## src/rtl/rrg_pkg.sv

```systemverilog
// Shared types and arithmetic helpers for the multi-channel ramp/rate generator.
package rrg_pkg;

  typedef enum logic {IDLE, SWEEP} state_e;

  localparam int unsigned XW = 40;
  typedef logic signed [XW-1:0] wide_t;

  function automatic int unsigned brake_width(input int unsigned w);
    return 2 * w + 1;
  endfunction

  function automatic wide_t abs_w1(input wide_t v);
    return (v < 0) ? -v : v;
  endfunction

  function automatic wide_t sat_w(input wide_t v, input int unsigned w);
    wide_t hi;
    wide_t lo;
    hi = (wide_t'(1) <<< (w - 1)) - wide_t'(1);
    lo = -hi - wide_t'(1);
    if (v > hi) return hi;
    if (v < lo) return lo;
    return v;
  endfunction

endpackage

```

## src/rtl/rrg_step.sv

```systemverilog
// Combinational single-channel position/rate step, shared by all channels.
// sat_o exists only when RRG_SAT_STATUS_EN is defined.
module rrg_step
  import rrg_pkg::*;
#(
  parameter int unsigned W = 16
) (
  input  logic signed [W-1:0] yset_i,
  input  logic signed [W-1:0] yis_i,
  input  logic signed [W-1:0] ris_i,
  input  logic        [W-2:0] rmax_i,
  input  logic        [W-2:0] accel_i,
  input  logic        [W-2:0] window_i,
  output logic signed [W-1:0] yis_o,
  output logic signed [W-1:0] ris_o
`ifdef RRG_SAT_STATUS_EN
  ,
  output logic                sat_o
`endif
);

  localparam int unsigned PW = brake_width(W);

  logic signed [W:0]   d;
  logic        [W:0]   abs_d;
  logic        [W:0]   abs_r;
  logic        [PW-1:0] rr;
  logic        [PW-1:0] ad2;
  logic                snap;
  logic                dir_neg;
  logic                same_sign;
  logic                sat;
  logic signed [W+1:0] r_x;
  logic signed [W+1:0] a_x;
  logic signed [W+1:0] t_x;
  logic signed [W+1:0] r_new;
  logic signed [W+1:0] y_sum;

  always_comb begin
    d     = {yset_i[W-1], yset_i} - {yis_i[W-1], yis_i};
    abs_d = (W+1)'(abs_w1(wide_t'(d)));
    abs_r = (W+1)'(abs_w1(wide_t'(ris_i)));
    rr    = PW'(abs_r) * PW'(abs_r);
    ad2   = PW'({accel_i, 1'b0}) * PW'(abs_d);
    snap  = (abs_d <= {2'b00, window_i}) && (abs_r <= {2'b00, accel_i});

    dir_neg   = d[W] || ((d == '0) && !ris_i[W-1] && (ris_i != '0));
    same_sign = dir_neg ? ris_i[W-1] : (!ris_i[W-1] && (ris_i != '0));

    r_x = {{2{ris_i[W-1]}}, ris_i};
    a_x = {3'b000, accel_i};
    t_x = dir_neg ? -$signed({3'b000, rmax_i}) : $signed({3'b000, rmax_i});

    if (same_sign && (rr >= ad2)) begin
      if (ris_i[W-1]) r_new = (r_x < -a_x) ? r_x + a_x : '0;
      else            r_new = (r_x >  a_x) ? r_x - a_x : '0;
    end else if (r_x < t_x) begin
      // above-limit and normal acceleration both step toward dir*rmax without passing it
      r_new = (r_x + a_x > t_x) ? t_x : r_x + a_x;
    end else begin
      r_new = (r_x - a_x < t_x) ? t_x : r_x - a_x;
    end

    y_sum = {{2{yis_i[W-1]}}, yis_i} + r_new;
    sat   = !snap && (sat_w(wide_t'(y_sum), W) != wide_t'(y_sum));
    yis_o = snap ? yset_i : W'(sat_w(wide_t'(y_sum), W));
    ris_o = (snap || sat) ? '0 : r_new[W-1:0];
`ifdef RRG_SAT_STATUS_EN
    sat_o = sat;
`endif
  end

endmodule

```

## src/rtl/rrg_multi.sv

```systemverilog
// Multi-channel ramp/rate generator: one time-shared step unit swept per timepulse.
// Optional RRG_SAT_STATUS_EN adds sticky per-channel saturation flags.
module rrg_multi
  import rrg_pkg::*;
#(
  parameter int unsigned CHANNELS = 4,
  parameter int unsigned W        = 16,
  parameter int unsigned CW       = 4
) (
  input  logic                      clk,
  input  logic                      Reset,
  input  logic                      timepulse,
  input  logic [CHANNELS*W-1:0]     yset,
  input  logic [CHANNELS*(W-1)-1:0] rmax,
  input  logic [CHANNELS*(W-1)-1:0] accel,
  input  logic [CHANNELS*(W-1)-1:0] window,
  output logic [CHANNELS*W-1:0]     yis,
  output logic [CHANNELS*W-1:0]     ris,
  output logic [CHANNELS-1:0]       dac_strobe,
  output logic [CHANNELS-1:0]       at_target,
  output logic                      busy,
  output logic                      overrun
`ifdef RRG_SAT_STATUS_EN
  ,
  input  logic [CHANNELS-1:0]       sat_clr,
  output logic [CHANNELS-1:0]       sat_flag
`endif
);

  state_e                  state_q, state_d;
  logic [CW-1:0]           cnt_q, cnt_d;
  logic [CHANNELS*W-1:0]   yis_q, yis_d, ris_q, ris_d;
  logic [CHANNELS-1:0]     strobe_q, strobe_d, at_q, at_d;
  logic                    over_q, over_d;
  logic signed [W-1:0]     sel_yset, sel_yis, sel_ris, step_y, step_r;
  logic [W-2:0]            sel_rmax, sel_accel, sel_window;
`ifdef RRG_SAT_STATUS_EN
  logic [CHANNELS-1:0]     sat_q, sat_d;
  logic                    step_sat;
`endif

  rrg_step #(.W(W)) u_step (
    .yset_i   (sel_yset),
    .yis_i    (sel_yis),
    .ris_i    (sel_ris),
    .rmax_i   (sel_rmax),
    .accel_i  (sel_accel),
    .window_i (sel_window),
    .yis_o    (step_y),
    .ris_o    (step_r)
`ifdef RRG_SAT_STATUS_EN
    ,
    .sat_o    (step_sat)
`endif
  );

  always_comb begin
    state_d    = state_q;
    cnt_d      = cnt_q;
    yis_d      = yis_q;
    ris_d      = ris_q;
    strobe_d   = '0;
    at_d       = at_q;
    over_d     = over_q;
    sel_yset   = '0;
    sel_yis    = '0;
    sel_ris    = '0;
    sel_rmax   = '0;
    sel_accel  = '0;
    sel_window = '0;
`ifdef RRG_SAT_STATUS_EN
    sat_d      = sat_q & ~sat_clr;
`endif

    for (int unsigned k = 0; k < CHANNELS; k++) begin
      if (cnt_q == CW'(k)) begin
        sel_yset   = yset[k*W +: W];
        sel_yis    = yis_q[k*W +: W];
        sel_ris    = ris_q[k*W +: W];
        sel_rmax   = rmax[k*(W-1) +: (W-1)];
        sel_accel  = accel[k*(W-1) +: (W-1)];
        sel_window = window[k*(W-1) +: (W-1)];
      end
    end

    case (state_q)
      IDLE: begin
        if (timepulse) begin
          state_d = SWEEP;
          cnt_d   = '0;
        end
      end
      SWEEP: begin
        if (timepulse) over_d = 1'b1;
        for (int unsigned k = 0; k < CHANNELS; k++) begin
          if (cnt_q == CW'(k)) begin
            yis_d[k*W +: W] = step_y;
            ris_d[k*W +: W] = step_r;
            strobe_d[k]     = 1'b1;
            at_d[k]         = (step_y == sel_yset) && (step_r == '0);
`ifdef RRG_SAT_STATUS_EN
            if (step_sat) sat_d[k] = 1'b1;
`endif
          end
        end
        if (cnt_q == CW'(CHANNELS - 1)) state_d = IDLE;
        else                            cnt_d   = cnt_q + 1'b1;
      end
      default: state_d = IDLE;
    endcase
  end

  always_ff @(posedge clk) begin
    if (Reset) begin
      state_q  <= IDLE;
      cnt_q    <= '0;
      yis_q    <= '0;
      ris_q    <= '0;
      strobe_q <= '0;
      at_q     <= '0;
      over_q   <= 1'b0;
`ifdef RRG_SAT_STATUS_EN
      sat_q    <= '0;
`endif
    end else begin
      state_q  <= state_d;
      cnt_q    <= cnt_d;
      yis_q    <= yis_d;
      ris_q    <= ris_d;
      strobe_q <= strobe_d;
      at_q     <= at_d;
      over_q   <= over_d;
`ifdef RRG_SAT_STATUS_EN
      sat_q    <= sat_d;
`endif
    end
  end

  assign yis        = yis_q;
  assign ris        = ris_q;
  assign dac_strobe = strobe_q;
  assign at_target  = at_q;
  assign busy       = (state_q == SWEEP);
  assign overrun    = over_q;
`ifdef RRG_SAT_STATUS_EN
  assign sat_flag   = sat_q;
`endif

endmodule
```

## config.mk

```make
export PLATFORM = sky130hd
export DESIGN_NAME = rrg_multi
export DESIGN_NICKNAME = d
export VERILOG_FILES = /design/src/rtl/rrg_pkg.sv /design/src/rtl/rrg_step.sv /design/src/rtl/rrg_multi.sv
export SDC_FILE = /design/constraint.sdc
export NUM_CORES = 2
export LEC_CHECK = 0
export ABC_AREA = 1
export BUFFER_PORTS_ARGS = -buffer_cell sky130_fd_sc_hd__buf_2
export CAP_MARGIN = 20
export CORE_MARGIN = 4
export CORE_UTILIZATION = 55
export DETAILED_ROUTE_END_ITERATION = 6
export PLACE_DENSITY = 0.76
export RECOVER_POWER = 50
export SYNTH_ARGS = -nofsm -noshare
export SYNTH_HDL_FRONTEND = slang
export SYNTH_SLANG_ARGS = --single-unit
```

## constraint.sdc

```tcl
create_clock -name clk -period 36.1 [get_ports clk]
set_clock_uncertainty 0.2 [all_clocks]
set_input_delay 7.22 -clock clk [delete_from_list [all_inputs] [get_ports clk]]
set_output_delay 7.22 -clock clk [all_outputs]
set_load 0.05 [all_outputs]
```

==> impl_summary.md <==
Cells and area
Cells fill 61.3% of the core in the end. For this run, the post-layout net count is 6014. Compared with the post-synthesis result, the final layout area differs by 9.49%.

The ratio of cells with drive above 1 in the final layout is 8.43%.

STA
Counting I/O delays and the setup requirement, the final critical path takes 23.49 ns. Setup repair after global routing left no endpoint under its margin. Setup violations remaining at the end of the flow were counted as 0. The hold slack is 0.279 ns.

The number of hold violations in the final report came to 0. The max-slew violation total from the final report is 0. The worst slew margin relative to its limit is 25.3%. At the pin with the least slew margin, the transition time is 1.12 ns. Setup total negative slack on the finished layout was measured at 0 ns. After layout, the worst path uses 65.1% of the clock period.

The highest attainable clock frequency is 42.6 MHz.

Die
After floorplanning, the core was sized to cover 58100 um^2. The number of standard-cell rows in the floorplan is 88. The width of the die is 251 um. 385 I/O pins were placed. The total die area is 63200 um^2. Once the floorplan was initialized, standard cells occupied 56.0% of the core. The die is 251 um tall.

Clocking
Counting the buffers created by CTS gives 17. The number of post-CTS setup repair buffers is 0. The clock net in this run drives a total of 142 sinks. The cell sitting at the root of the clock tree is a clkbuf_16. The TritonCTS clock tree is built. The clock latency reported for the late side of the worst-skew pair is 0.44 ns. The depth of the CTS H-tree is 4. The cts-stage hold buffer count is 0. Once the clock tree was built, the resizer swapped 0 gates to a different size. After clock tree synthesis, the clock-pin slew on the worst setup and hold paths is 0.06 ns.

The longest clock path from root to sink contains 2 buffers.

Routing
After detailed routing, the met2 layer carries 48.5 mm of wire. The number of routed nets with antenna violations is 0. The met1 wire length is 45.0 mm.

The pre-antenna-repair detailed-routing pass consisted of 7 iterations. The aggregate routed wire length is 109 mm. Summed over all nets, wire length on met3 after detailed routing comes to 9.72 mm. The total vias in the final route is 32300. The number of vias per cell is 5.61.

The residual DRC count is 1. The final routed wire length divided by cell count is 18.9 um. The top layer used by detailed routing is met5. The initial DRC count is 2965.

Synthesis
The warning count from the yosys run is 0. The number of different library cells used by synthesis comes to 61. The synthesized area is 32600 um^2. The cell taking the most area after synthesis is fa_1. The synthesized design contains 0 enable-type register cells.

Of all flip-flops after synthesis, the portion carrying an async set or reset was 0%. The area share of the leading cell type in the synthesized netlist is 23.9%. The top flip-flop cell by instance count after synthesis is dfxtp_1. The synthesized instance count is 4676. The average instance area after synthesis is 6.97 um^2. Counting flops and latches in the post-synthesis netlist gives 142. The post-synthesis sequential area ratio is 8.73%. By area the synthesized netlist is led by fa_1, ha_1, nand2_1.

Global route
For this run the aggregate overflow at the end of global routing stands at 0. In the global route stage, overall resource usage came out at 34.0%. The initial antenna violation count came to 2.

The global-route wire length before repair is 170 mm. The largest net degree at the start of global routing is 130. The via count of the first global-routing pass is 31100.

Hold path
The worst hold path startpoint is overrun$_SDFFE_PP0P_. The tightest min-delay check is of the flop to flop type. Counting instances, the worst hold path has a depth of 2.

The path with the worst hold slack has its endpoint at overrun$_SDFFE_PP0P_.

Setup path
On the worst path, the slowest cell contributes a delay of 0.80 ns. In this run the worst path has a maximum fanout of 22. The slowest stage of the critical path is the xor2_1 cell. The worst setup path is launched from an input pin.

The capture instance of the worst register-to-register path is at_target[1]$_SDFFE_PP0P_. The dominant cell type by count on the critical path is nand2_1. The worst setup path is captured at a flop. The beginning of the worst register-to-register path is cnt_q[0]$_SDFFE_PP0P_. STA puts the critical path data required time at 36.20 ns. STA puts the critical path data arrival time at 23.59 ns. The cell depth of the worst flop-to-flop path is 80.

The internal reg-to-reg setup slack is 17.09 ns. The startpoint-to-endpoint class of the critical path is input pin to flop.

Placement
In this run the tool buffered the top-level ports with 384 buffer cells. Detailed placement ended at an HPWL of 88.3 mm. The routability congestion estimate from global placement is 1.02.

Status
The checks that failed: DRC. The run finished, with violations left.

Run
The count of maximum capacitance violations is 0.
==> cells in the mapped netlist, types with 17 or more instances <==
cell	instances
nand4_1	45
buf_2	21
clkinv_1	20
ha_1	397
o211ai_1	18
o21ai_0	252
nand2_1	1074
nor3_1	38
nor2_1	404
dfxtp_1	142
inv_1	796
o21bai_1	17
fa_1	389
a21oi_1	380
xnor2_1	39
clkbuf_1	117
buf_1	17
xor2_1	95
nand2_2	30
o22ai_1	37
nand3_1	137
o21ai_1	18
==> metal layers <==
metal  up-vias  GRT usage (%)
met1     15100           45.7
met5         -              0
met3       324           6.12
met2      1536           54.0
li1      15400              -
met4         2           14.7
==> layout by cell type, fill, tap and decap left out, types with 15 or more instances in the layout <==
cell type,count
nor2_1,399
inv_1,795
nand2_2,29
buf_4,39
o21ai_0,253
fa_1,389
buf_2,250
nor3_1,38
o211ai_1,18
nand2_1,1074
a21oi_1,380
ha_1,397
xnor2_1,39
conb_1,36
clkinv_1,20
o22ai_1,32
nand4_1,45
o21ai_1,16
o21bai_1,17
clkbuf_16,17
xor2_1,95
a311oi_1,15
nand3_1,137
inv_2,16
dfxtp_1,142
clkbuf_1,135
==> critical path, delay by kind of cell <==
kind	cells	cell delay (ns)
AO/OA/AOI/OAI	19	4.13
XOR/XNOR	3	1.08
adder cells (fa/ha/maj)	12	5.02
buffers and inverters	10	1.32
AND/OR/NAND/NOR	34	4.76
==> state kept, by name (all words and copies together) (netlist names) <==
register	count
at_target	4
busy	1
dac_strobe	4
ris	64
yis	64
cnt_q	4
overrun	1
==> cell type report <==
type / count / area [um^2]
inverters: 832 / 3130
flip-flops and latches: 142 / 2840
diodes: 4 / 10.0
repair buffers: 423 / 2050
clock inverters: 9 / 158
well taps: 765 / 957
fillers: 5526 / 22500
clock buffers: 21 / 470
multi-input cells: 3565 / 26100
==> stage by stage <==
step	cell area (um^2)	setup slack [ns]	instances
6_report	35700	12.61	5761
3_5_place_dp	35200	12.41	5727
5_1_grt	35700	10.77	5758
3_3_place_gp	35200	12.87	5727
4_1_cts	35800	12.80	5757
2_1_floorplan	32700	15.48	4710
==> cell families (layout without fill, tap and decap cells) <==
kind of cell               count (synthesis)  after routing  share of synthesized area, %
and+or+nand+nor                         1790           1790                          22.5
other                                      2             40                        0.0231
buffers and inverters                   1003           1285                          11.9
DFF                                      142            142                          8.73
xor gates and xnor gates                 134            134                          3.60
adders and majority gates                786            786                          39.2
AOI/OAI and AO/OA                        819            819                          14.1
==> how the worst max path moves through the flow <==
stage | from | to | slack, ns | cells past startpoint
2_1_floorplan | yset[16] | at_target[0]$_SDFFE_PP0P_ | 15.48 | 78
3_3_place_gp | yset[0] | at_target[2]$_SDFFE_PP0P_ | 12.87 | 74
6_report | yset[0] | at_target[1]$_SDFFE_PP0P_ | 12.61 | 78
5_1_grt | yset[0] | at_target[2]$_SDFFE_PP0P_ | 10.77 | 83
4_1_cts | yset[0] | at_target[2]$_SDFFE_PP0P_ | 12.80 | 77
3_5_place_dp | yset[0] | at_target[2]$_SDFFE_PP0P_ | 12.41 | 83
Power is not shown: default switching activity piles up to over one toggle a cycle in this logic, so the estimate is an artifact.
